$ cat src/rtl/fp_cls_pkg.sv
// Shared floating-point class definitions: fclass-ordered one-hot bit indices
// and the saturating adder used by the status counters.
package fp_cls_pkg;

    localparam int CLS_W       = 10;
    localparam int CLS_NEG_INF = 0;
    localparam int CLS_NEG_NRM = 1;
    localparam int CLS_NEG_SUB = 2;
    localparam int CLS_NEG_ZER = 3;
    localparam int CLS_POS_ZER = 4;
    localparam int CLS_POS_SUB = 5;
    localparam int CLS_POS_NRM = 6;
    localparam int CLS_POS_INF = 7;
    localparam int CLS_SNAN    = 8;
    localparam int CLS_QNAN    = 9;

    // Counters up to SAT_W-1 bits wide; the extra carry bit means the sum never wraps.
    localparam int SAT_W = 32;

    function automatic logic [SAT_W-1:0] sat_add(input logic [SAT_W-1:0] cnt,
                                                 input logic [SAT_W-1:0] inc,
                                                 input int unsigned      cnt_w);
        logic [SAT_W:0] sum;
        logic [SAT_W:0] lim;
        sum = {1'b0, cnt} + {1'b0, inc};
        lim = ({{SAT_W{1'b0}}, 1'b1} << cnt_w) - 1'b1;
        if (sum > lim) sum = lim;
        return sum[SAT_W-1:0];
    endfunction

endpackage

$ cat src/rtl/inf_nan_class_pipe_if.sv
// Input/output beat bus of the classifier pipe.
interface inf_nan_class_pipe_if
    import fp_cls_pkg::*;
#(
    parameter int LANES = 4,
    parameter int FP_W  = 32
);
    // A beat moves on a rising edge where vld && rdy; vld must not depend on rdy,
    // and data/cls are only meaningful while the matching vld is high.
    logic                   in_vld;
    logic                   in_rdy;
    logic [LANES*FP_W-1:0]  in_data;
    logic                   out_vld;
    logic                   out_rdy;
    logic [LANES*CLS_W-1:0] out_cls;
    logic                   out_any_nan;

    modport master (
        output in_vld, in_data, out_rdy,
        input  in_rdy, out_vld, out_cls, out_any_nan
    );

    modport slave (
        input  in_vld, in_data, out_rdy,
        output in_rdy, out_vld, out_cls, out_any_nan
    );

endinterface

$ cat src/rtl/fp_lane_cls.sv
// Combinational single-operand classifier producing a one-hot fclass vector.
module fp_lane_cls
    import fp_cls_pkg::*;
#(
    parameter int EXPO_W = 8,
    parameter int MANT_W = 23
) (
    input  logic [EXPO_W+MANT_W:0] fp,
    output logic [CLS_W-1:0]       cls
);

    logic              sign;
    logic [EXPO_W-1:0] expo;
    logic [MANT_W-1:0] mant;
    logic              expo_max;
    logic              expo_zero;
    logic              mant_zero;

    assign sign      = fp[EXPO_W+MANT_W];
    assign expo      = fp[MANT_W +: EXPO_W];
    assign mant      = fp[MANT_W-1:0];
    assign expo_max  = &expo;
    assign expo_zero = ~|expo;
    assign mant_zero = ~|mant;

    // NaN classes are sign-agnostic; the mantissa MSB separates quiet from signalling.
    always_comb begin
        cls = '0;
        if (expo_max) begin
            if (mant_zero)             cls[sign ? CLS_NEG_INF : CLS_POS_INF] = 1'b1;
            else if (mant[MANT_W-1])   cls[CLS_QNAN] = 1'b1;
            else                       cls[CLS_SNAN] = 1'b1;
        end else if (expo_zero) begin
            if (mant_zero)             cls[sign ? CLS_NEG_ZER : CLS_POS_ZER] = 1'b1;
            else                       cls[sign ? CLS_NEG_SUB : CLS_POS_SUB] = 1'b1;
        end else begin
            cls[sign ? CLS_NEG_NRM : CLS_POS_NRM] = 1'b1;
        end
    end

endmodule

$ cat src/rtl/inf_nan_class_pipe.sv
// Multi-lane registered IEEE-754 classifier with valid/ready flow control,
// sticky inf/nan/snan flags and saturating inf/NaN lane counters.
module inf_nan_class_pipe
    import fp_cls_pkg::*;
#(
    parameter int SIGN_W = 1,
    parameter int EXPO_W = 8,
    parameter int MANT_W = 23,
    parameter int LANES  = 4,
    parameter int CNT_W  = 16
) (
    input  logic                 clk,
    input  logic                 rst_n,
    inf_nan_class_pipe_if.slave  bus,
    input  logic                 clr,
    output logic                 sticky_inf,
    output logic                 sticky_nan,
    output logic                 sticky_snan,
    output logic [CNT_W-1:0]     inf_cnt,
    output logic [CNT_W-1:0]     nan_cnt
);

    localparam int FP_W  = SIGN_W + EXPO_W + MANT_W;
    localparam int POP_W = $clog2(LANES + 1);

    logic [LANES*CLS_W-1:0] cls_d;
    logic [POP_W-1:0]       inf_pop;
    logic [POP_W-1:0]       nan_pop;
    logic                   any_inf;
    logic                   any_nan;
    logic                   any_snan;
    logic                   accept;
    logic [POP_W-1:0]       inf_inc;
    logic [POP_W-1:0]       nan_inc;
    logic [CNT_W-1:0]       inf_base;
    logic [CNT_W-1:0]       nan_base;
    logic [CNT_W-1:0]       inf_nxt;
    logic [CNT_W-1:0]       nan_nxt;

    for (genvar i = 0; i < LANES; i++) begin : g_lane
        fp_lane_cls #(.EXPO_W(EXPO_W), .MANT_W(MANT_W)) u_lane (
            .fp  (bus.in_data[i*FP_W +: FP_W]),
            .cls (cls_d[i*CLS_W +: CLS_W])
        );
    end

    always_comb begin
        inf_pop  = '0;
        nan_pop  = '0;
        any_snan = 1'b0;
        for (int i = 0; i < LANES; i++) begin
            inf_pop  = inf_pop + POP_W'(cls_d[i*CLS_W + CLS_NEG_INF] | cls_d[i*CLS_W + CLS_POS_INF]);
            nan_pop  = nan_pop + POP_W'(cls_d[i*CLS_W + CLS_SNAN] | cls_d[i*CLS_W + CLS_QNAN]);
            any_snan = any_snan | cls_d[i*CLS_W + CLS_SNAN];
        end
    end

    assign any_inf    = |inf_pop;
    assign any_nan    = |nan_pop;
    assign bus.in_rdy = !bus.out_vld || bus.out_rdy;
    assign accept     = bus.in_vld && bus.in_rdy;

    // clr restarts the statistics from zero, so this beat's contribution still lands.
    assign inf_inc  = accept ? inf_pop : '0;
    assign nan_inc  = accept ? nan_pop : '0;
    assign inf_base = clr ? '0 : inf_cnt;
    assign nan_base = clr ? '0 : nan_cnt;
    assign inf_nxt  = CNT_W'(sat_add(SAT_W'(inf_base), SAT_W'(inf_inc), CNT_W));
    assign nan_nxt  = CNT_W'(sat_add(SAT_W'(nan_base), SAT_W'(nan_inc), CNT_W));

    always_ff @(posedge clk or negedge rst_n) begin
        if (!rst_n) begin
            bus.out_vld     <= 1'b0;
            bus.out_cls     <= '0;
            bus.out_any_nan <= 1'b0;
        end else if (accept) begin
            bus.out_vld     <= 1'b1;
            bus.out_cls     <= cls_d;
            bus.out_any_nan <= any_nan;
        end else if (bus.out_rdy) begin
            bus.out_vld     <= 1'b0;
        end
    end

    always_ff @(posedge clk or negedge rst_n) begin
        if (!rst_n) begin
            sticky_inf  <= 1'b0;
            sticky_nan  <= 1'b0;
            sticky_snan <= 1'b0;
            inf_cnt     <= '0;
            nan_cnt     <= '0;
        end else begin
            sticky_inf  <= (sticky_inf  && !clr) || (accept && any_inf);
            sticky_nan  <= (sticky_nan  && !clr) || (accept && any_nan);
            sticky_snan <= (sticky_snan && !clr) || (accept && any_snan);
            inf_cnt     <= inf_nxt;
            nan_cnt     <= nan_nxt;
        end
    end

endmodule

$ cat src/flat_wrapper.sv
// flat-port wrapper written by rule: the top's interface ports become plain ports
module inf_nan_class_pipe_flat import fp_cls_pkg::*;
#(
    parameter int SIGN_W = 1,
    parameter int EXPO_W = 8,
    parameter int MANT_W = 23,
    parameter int LANES  = 4,
    parameter int CNT_W  = 16
)
  (clk, rst_n, clr, sticky_inf, sticky_nan, sticky_snan, inf_cnt, nan_cnt, bus_in_vld, bus_in_data, bus_out_rdy, bus_in_rdy, bus_out_vld, bus_out_cls, bus_out_any_nan);
  inf_nan_class_pipe_if #(.LANES(LANES), .FP_W((32))) bus_i ();
  input  logic clk;
  input  logic rst_n;
  input  logic clr;
  output logic sticky_inf;
  output logic sticky_nan;
  output logic sticky_snan;
  output logic [CNT_W-1:0] inf_cnt;
  output logic [CNT_W-1:0] nan_cnt;
  input wire logic [$bits(bus_i.in_vld)-1:0] bus_in_vld;
  input wire logic [$bits(bus_i.in_data)-1:0] bus_in_data;
  input wire logic [$bits(bus_i.out_rdy)-1:0] bus_out_rdy;
  output wire logic [$bits(bus_i.in_rdy)-1:0] bus_in_rdy;
  output wire logic [$bits(bus_i.out_vld)-1:0] bus_out_vld;
  output wire logic [$bits(bus_i.out_cls)-1:0] bus_out_cls;
  output wire logic [$bits(bus_i.out_any_nan)-1:0] bus_out_any_nan;
  assign bus_i.in_vld = bus_in_vld;
  assign bus_i.in_data = bus_in_data;
  assign bus_i.out_rdy = bus_out_rdy;
  assign bus_in_rdy = bus_i.in_rdy;
  assign bus_out_vld = bus_i.out_vld;
  assign bus_out_cls = bus_i.out_cls;
  assign bus_out_any_nan = bus_i.out_any_nan;
  inf_nan_class_pipe #(.SIGN_W(SIGN_W), .EXPO_W(EXPO_W), .MANT_W(MANT_W), .LANES(LANES), .CNT_W(CNT_W)) u_core (.clk(clk), .rst_n(rst_n), .bus(bus_i), .clr(clr), .sticky_inf(sticky_inf), .sticky_nan(sticky_nan), .sticky_snan(sticky_snan), .inf_cnt(inf_cnt), .nan_cnt(nan_cnt));
endmodule
$ cat config.mk
export PLATFORM = sky130hd
export DESIGN_NAME = inf_nan_class_pipe_flat
export DESIGN_NICKNAME = d
export VERILOG_FILES = /design/src/rtl/fp_cls_pkg.sv /design/src/rtl/inf_nan_class_pipe_if.sv /design/src/rtl/fp_lane_cls.sv /design/src/rtl/inf_nan_class_pipe.sv /design/src/flat_wrapper.sv
export SDC_FILE = /design/constraint.sdc
export NUM_CORES = 1
export LEC_CHECK = 0
export BUFFER_PORTS_ARGS = -buffer_cell sky130_fd_sc_hd__buf_2
export CAP_MARGIN = 15
export CORE_UTILIZATION = 51
export CTS_CLUSTER_SIZE = 8
export DETAILED_ROUTE_END_ITERATION = 8
export GPL_TIMING_DRIVEN = 0
export MAX_ROUTING_LAYER = met4
export PLACE_DENSITY = 0.86
export REMOVE_ABC_BUFFERS = 1
export SETUP_SLACK_MARGIN = 0.1
export SYNTH_ARGS = -nofsm -noshare
export SYNTH_HDL_FRONTEND = slang
export SYNTH_HIERARCHICAL = 1
export SYNTH_SLANG_ARGS = --single-unit
$ cat constraint.sdc
create_clock -name clk -period 4.5 [get_ports clk]
set_input_delay 1.35 -clock clk [delete_from_list [all_inputs] [get_ports clk]]
set_output_delay 1.35 -clock clk [all_outputs]
set_load 0.1 [all_outputs]
==> results of run 1 <==
-- sequential cells by signal, indices dropped and copies added, names as in the netlist --
| signal | count |
|---|---|
| u_core/sticky_inf | 1 |
| u_core/sticky_snan | 1 |
| u_core/nan_cnt | 16 |
| u_core/sticky_nan | 1 |
| u_core/bus.out_cls | 40 |
| u_core/bus.out_vld | 1 |
| u_core/inf_cnt | 16 |
| u_core/bus.out_any_nan | 1 |
-- per-layer routing --
metal	GRT usage [%]	vias up	share of wire [%]
met5	-	-	0
met4	13.18	0	2.5
met3	4.344	53	6.2
met2	56.80	261	53
met1	38.24	2348	38
li1	-	2256	-
-- power by group --
| group | total [mW] | internal (mW) | switching, mW | leakage [nW] |
|---|---|---|---|---|
| logic | 0.269 | 0.0778 | 0.191 | 2.22 |
| clock network | 0.575 | 0.313 | 0.262 | 0.110 |
| registers | 0.708 | 0.702 | 0.00547 | 1.06 |
-- synth_stat cells (all sizes together) --
cell type and number:
a211oi 9, a21o 1, a21oi 12, a221oi 1
a31oi 2, and2 9, and3 14, and4 19
buf 2, clkbuf 14, dfrtp 77, fa 4
ha 10, inv 10, mux2i 1, nand2 161
nand2b 4, nand3 11, nand3b 4, nand4 7
nand4b 1, nor2 6, nor2b 14, nor3 18
nor4 35, nor4b 1, o2111ai 1, o211a 1
o211ai 1, o21ai 20, o21bai 1, o2bb2ai 3
o311ai 2, or2 9, or2b 1, or3 1
or3b 1, or4 1, xnor2 14, xor2 5
-- cell families (layout without fill, tap and decap cells) --
| logic type | after synthesis | count (layout) |
|---|---|---|
| and+or+nand+nor | 317 | 319 |
| adders and majority gates | 14 | 14 |
| muxes | 1 | 1 |
| xor gates and xnor gates | 19 | 19 |
| AOI/OAI and AO/OA | 54 | 54 |
| DFF | 77 | 77 |
| buffers and inverters | 26 | 261 |
-- cells in the final DEF, fill, tap and decap left out, types with 3 or more instances in the layout --
master,netlist,layout
buf_6,1,12
a21oi_1,12,10
xor2_1,5,4
and4_1,15,13
clkbuf_8,0,9
nor4_1,12,5
and4_4,0,4
buf_2,1,200
ha_1,10,3
xnor2_1,14,14
or2_4,0,8
dfrtp_1,77,77
nand3_1,11,11
o21ai_2,0,6
nand2b_1,4,4
inv_2,0,3
o21ai_1,0,6
and2_1,8,5
nand4_1,7,7
ha_4,0,7
nand2_2,0,8
inv_1,10,7
o2bb2ai_1,3,3
nor3_1,18,16
nor4_2,19,18
nand2_1,161,153
buf_4,0,21
a211oi_1,9,6
nor2_1,6,5
and2_4,0,3
and3_1,14,12
nor4_4,4,12
a211oi_4,0,3
nor2b_1,14,12
nand3b_1,4,4
o21ai_0,20,8
-- critical path, stage by stage --
cell      delay (ns)
buf_2           0.13
nor4_4          0.29
and4_4          0.29
a211oi_4        0.08
or2_4           0.24
fa_1            0.52
ha_4            0.29
and3_4          0.19
ha_4            0.14
inv_2           0.04
fa_2            0.37
nor2b_4         0.18
o21bai_4        0.11
or4_4           0.60
or2b_1          0.19
-- metrics by stage --
stage | total power, mW | area, sq um | setup slack, ns | setup TNS (ns) | hold WS, ns
final | 1.551 | 6605 | -0.2138 | -2.799 | 0.4782
after global routing | 1.602 | 6605 | -0.2934 | -6.285 | 0.5025
after CTS | 1.548 | 6367 | -0.1327 | -1.516 | 0.4768
after detailed placement | 0.9693 | 5702 | -0.9695 | -26.90 | 0.4569
after global placement | 0.9573 | 5650 | -0.9679 | -27.23 | 0.4557
after floorplan | 0.8451 | 4464 | -0.7344 | -20.24 | 0.9740
-- cell type report --
cell class / count / area, sq um
Sequential cell: 77 / 1927
Multi-Input combinational cell: 407 / 2949
Clock buffer: 10 / 127.6
Timing Repair Buffer: 235 / 1341
Clock inverter: 6 / 87.58
Fill cell: 594 / 2073
Tap cell: 108 / 135.1
Inverter: 10 / 37.54
-- final timing paths --
| kind | from | end | slack (ns) | cells past startpoint |
|---|---|---|---|---|
| setup reg to reg | u_core/bus.out_vld | u_core/nan_cnt[0] | 1.34 | 8 |
| hold reg to reg | u_core/bus.out_cls[11] | u_core/bus.out_cls[11] | 0.48 | 2 |
| max in group asynchronous | rst_n | u_core/bus.out_cls[22] | 2.94 | 2 |
| min in group asynchronous | rst_n | u_core/nan_cnt[12] | 0.96 | 1 |
| setup / recovery | bus_in_data[0] | u_core/nan_cnt[0] | -0.21 | 15 |
| hold / removal | u_core/bus.out_cls[11] | u_core/bus.out_cls[11] | 0.48 | 2 |
-- what timing repair did --
item / in CTS / in global routing
endpoints found under the hold margin: 0 / 0
pin swaps: 36 / 25
endpoints found under the setup margin: 32 / 32
buffers inserted: 19 / 5
hold buffers: 0 / 0
gates cloned: 2 / 0
gates resized for setup: 78 / 37
==> flow_summary.yaml, run 1 <==
worst_setup_path:
  required_ns: 4.78
  critical_path_arrival_ns: 5.00
  start_kind: "primary input"
  crit_type: "in2reg"
  endpoint_kind: "flop"
  cp_max_fo: 7
synth:
  synth-seq-cells: 77
  synth_compound_area_share_pct: 7.370
  synth_top_area_share_pct: 42.51
  synthSimpleGateAreaFrac_pct: 39.36
  seq_area_frac_synth_pct: 42.51
  synthMuxAreaShare_pct: 0.2208
  synth_xor_area_share_pct: 3.671
  yosys.area_share.adder_pct: 4.527
  synthCells: 508
  synth.top_cells.by_area: "dfrtp_1 (43%), nand2_1 (13%), nor4_2 (5.2%)"
  syn_area_sq_mm: 0.004533
  ys_warn_count: 6
  syn-mean-instance-area_sq_um: 8.923
  synth_top_family_by_area: "simple AND/OR/NAND/NOR gates"
  synth_top_area_cell: "dfrtp_1"
  synth_cell_types: 45
floorplan:
  die_height_um: 96.28
  fp-row-count: 34
  top_level_ports: 211
  die_w_um: 96.28
  start_util_pct: 52.23
  core_sq_mm: 0.008678
  dieArea_sq_mm: 0.009270
sta:
  finalSetupViolations: 31
  maxSlewHeadroom_pct: 44.35
  slew_violations: 0
  rsz0062_at_grt: "true"
  clock.fmax_ghz: 0.2121
  worstMarginPinSlew_ns: 0.8327
  hold_violations: 0
  period_needed_ns: 4.714
  period_share_pct: 104.8
  skew_ns: 0.01214
  setup_ws_ns: -0.2138
finish:
  fin_util_pct: 76.11
  final_nets: 887
  drive_above_1_share_pct: 46.44
  synthToLayoutAreaGrowth_pct: 45.71
  diodes: 0
  stdcell_count: 853
worst_hold_path:
  holdCritPathClass: "reg2reg"
clock_network:
  cts_buffers: 9
  clk_pin_slew_ns: 0.08
  cts-root-buf: "clkbuf_8"
  insertion_delay_ns: 0.35
  cts_sinks: 77
  cts_tree: "built"
  ctsLongestPathBuffers: 2
  htree_levels: 3
global_routing:
  grt_pass1_vias: 4776
  grt_pass1_wl_mm: 22.49
  gr-usage-all-layers_pct: 32.72
  antenna_found_initial: 0
  grt_max_degree: 43
  grt_overflow: 0
outcome:
  violations: "setup timing"
  outcome: "finished with violations"
power_and_ir_drop:
  cellPowerDensity_mw_per_mm2: 234.9
  leakagePower_nw: 3.391
  vdd_drop_max_uv: 121.7
placed_design:
  gp_congestion: 0.9053
  dp_hpwl_mm: 9.706
  portBuffers: 210
  dp_cells: 812
flow_run:
  max_cap_viol_count: 0
routing:
  avgRoutedWirePerCell_um: 17.66
  dr.pass1.iters: 8
  antenna_left: 0
  drc: 0
  dr_total_vias: 4918
  viasPerCell: 5.766
  wl_mm: 15.07
  first_iter_violations: 219
Power figures use the tool's default switching activity.
==> run 2, diff against run 1 <==
- BUFFER_PORTS_ARGS: -buffer_cell sky130_fd_sc_hd__buf_2 -> unset
- CORE_UTILIZATION: 51 -> 65
- DONT_BUFFER_PORTS: unset -> 1
- PLACE_DENSITY: 0.86 -> 0.81
==> run 2 against run 1 <==
The flow still finishes with violations (setup timing). Critical path type unchanged. Combinational power shrank 76%. Fmax grew 2.9%. Final cell count fell by 28%. Clock-buffer cell count stayed put. Power is 12% lower. Die area down 21%. Flip-flop and latch count stayed put. Routed wire length fell by 20%. Sequential power rose by 12%. Non-clock buffer count down 207. Global-route usage up 0.31 points. Via count fell by 18%.
==> flow_summary.yaml, run 2 (synthesis results as in run 1) <==
power_and_ir_drop:
  switching_share_pct: 28.32
  vdd_drop_max_uv: 158.8
  p_comb_share_pct: 4.7
  leakagePower_nw: 2.444
  pwr-share-seq_pct: 57.7
  power.internal_uw: 981.5
  p_sw_uw: 387.8
  clkPwrFrac_pct: 37.5
  cellPowerDensity_mw_per_mm2: 254.9
clock_network:
  clk_pin_slew_ns: 0.09
  postCtsHoldBufs: 0
  cts_tree: "built"
  insertion_delay_ns: 0.36
  cts-root-buf: "clkbuf_8"
  ctsLongestPathBuffers: 2
  htree_levels: 3
  cts_buffers: 9
  cts_sinks: 77
global_routing:
  grt_overflow: 0
  grt_max_degree: 78
  gr-usage-all-layers_pct: 33.03
  grt_pass1_vias: 3848
  antenna_found_initial: 0
  grt_pass1_wl_mm: 18.39
flow_run:
  max_cap_viol_count: 0
sta:
  setup_ws_ns: -0.07903
  hold_violations: 0
  skew_ns: 0.01414
  slew_violations: 0
  rsz0062_at_grt: "true"
  worstMarginPinSlew_ns: 1.042
  period_needed_ns: 4.579
  clock.fmax_ghz: 0.2184
  period_share_pct: 101.8
  finalSetupViolations: 8
  maxSlewHeadroom_pct: 30.54
  setup_tns_ns: -0.2728
routing:
  dr.pass1.iters: 5
  avgRoutedWirePerCell_um: 19.40
  dr_total_vias: 4020
  viasPerCell: 6.505
  antenna_left: 0
  wl_mm: 11.99
  first_iter_violations: 190
  drc: 0
placed_design:
  gp_congestion: 0.8683
  portBuffers: 0
  dp_cells: 573
  dp_hpwl_mm: 7.861
floorplan:
  top_level_ports: 211
  dieArea_sq_mm: 0.007312
  core_sq_mm: 0.006756
  die_w_um: 85.51
  die_height_um: 85.51
  fp-row-count: 30
  start_util_pct: 67.09
finish:
  multiInputGateArea_sq_mm: 0.002864
  n_fill_cell: 422
  top_register: "u_core/bus.out_cls"
  fin_util_pct: 79.52
  final_common_cell: "nand2_1"
  regArea_sq_mm: 0.001927
  largest_register_ffs: 40
  largestRegisters: "u_core/bus.out_cls (40), u_core/inf_cnt (16), u_core/nan_cnt (16)"
  stdcell_count: 618
  synthToLayoutAreaGrowth_pct: 18.52
  diodes: 0
  drive_above_1_share_pct: 24.91
  mostFrequentLayoutCells: "nand2_1 (154), dfrtp_1 (77), buf_4 (22)"
  final_nets: 680
worst_setup_path:
  required_ns: 4.79
  cp_num_buf_inv: 1
  crit_type: "in2reg"
  cp_max_fo: 7
  critical_path_arrival_ns: 4.87
  start_kind: "primary input"
  crit_family: "simple AND/OR/NAND/NOR gates"
  endpoint_kind: "flop"
  slowest_stage: "or4_4"
  max_stage_delay_ns: 0.62
  worstPathCellList: "nor4_2 > and2_4 > a211oi_4 > or2_4 > fa_1 > ha_4 > and3_1 > ha_2 > inv_2 > fa_2 > nor2b_4 > o21bai_4 > or4_4 > or2b_1"
outcome:
  violations: "setup timing"
  outcome: "finished with violations"
worst_hold_path:
  holdCritPathClass: "in2async"
run 2: changes by cell type in the layout (fill, tap and decap cells not counted), sizes merged:
cell      before  now
buf          235   28
bufinv         2    1
clkinvlp       0    2
clkinv         4    3
run 2: cell type report:
class	instances	area share, %
clock buffers	10	2.375
clock inverters	6	1.188
inverters	10	0.6986
multi-input cells	407	53.31
flip-flops and latches	77	35.86
well taps	80	1.863
repair buffers	28	4.704
run 2: layer usage:
layer / routed length, um / up-vias / part of all wire, % / GRT usage, %
met3: 977 / 29 / 8.1 / 6.930
li1: - / 1845 / - / -
met2: 6027 / 218 / 50 / 54.40
met5: 0 / - / 0 / -
met1: 4722 / 1928 / 39 / 40.68
met4: 262 / 0 / 2.2 / 11.52
run 2: repair_timing:
item / 4_1_cts / 5_1_grt
setup endpoints to repair: 32 / 32
resized for setup: 52 / 41
gates cloned: 2 / 0
buffers inserted: 21 / 5
pin swaps: 19 / 14
run 2: worst register-to-register path, cell delays in order, from the launching register on:
cell and delay, ns:
dfrtp_1 0.74, nand2b_1 0.37, buf_16 0.21, buf_6 0.14
and2_1 0.73, nand2_1 0.23, fa_2 0.46, nor2b_4 0.16
o21bai_4 0.10, or4_4 0.62, or2b_1 0.20
run 2: metrics by stage:
step	hold WS, ns	power [mW]	setup WS [ns]	cell area, sq um
2_1_floorplan	0.9740	0.8451	-0.7344	4464
3_3_place_gp	0.9880	0.8568	-1.636	4564
3_5_place_dp	0.9945	0.8599	-0.7997	4582
4_1_cts	0.6759	1.371	0.01430	5174
5_1_grt	0.6682	1.410	-0.1919	5373
6_report	0.6743	1.369	-0.07903	5373
run 2: worst paths after layout:
| path | from | to | slack, ns | depth (start not counted) |
|---|---|---|---|---|
| max in group asynchronous | rst_n | u_core/bus.out_cls[10] | 3.68 | 0 |
| hold / removal | rst_n | u_core/nan_cnt[14] | 0.67 | 0 |
| min in group clk | u_core/bus.out_cls[16] | u_core/bus.out_cls[16] | 1.00 | 2 |
| hold reg to reg | u_core/bus.out_cls[16] | u_core/bus.out_cls[16] | 1.00 | 2 |
| setup / recovery | bus_in_data[36] | u_core/nan_cnt[0] | -0.08 | 14 |
| setup reg to reg | u_core/bus.out_vld | u_core/nan_cnt[0] | 0.49 | 10 |
run 2: power groups by stage:
stage	logic, mW	registers, mW	clock network, mW
floorplan	0.0430	0.802	0
global placement	0.0528	0.804	0
detailed placement	0.0558	0.804	0
CTS	0.0589	0.790	0.522
global route	0.0710	0.792	0.547
finish	0.0648	0.790	0.514
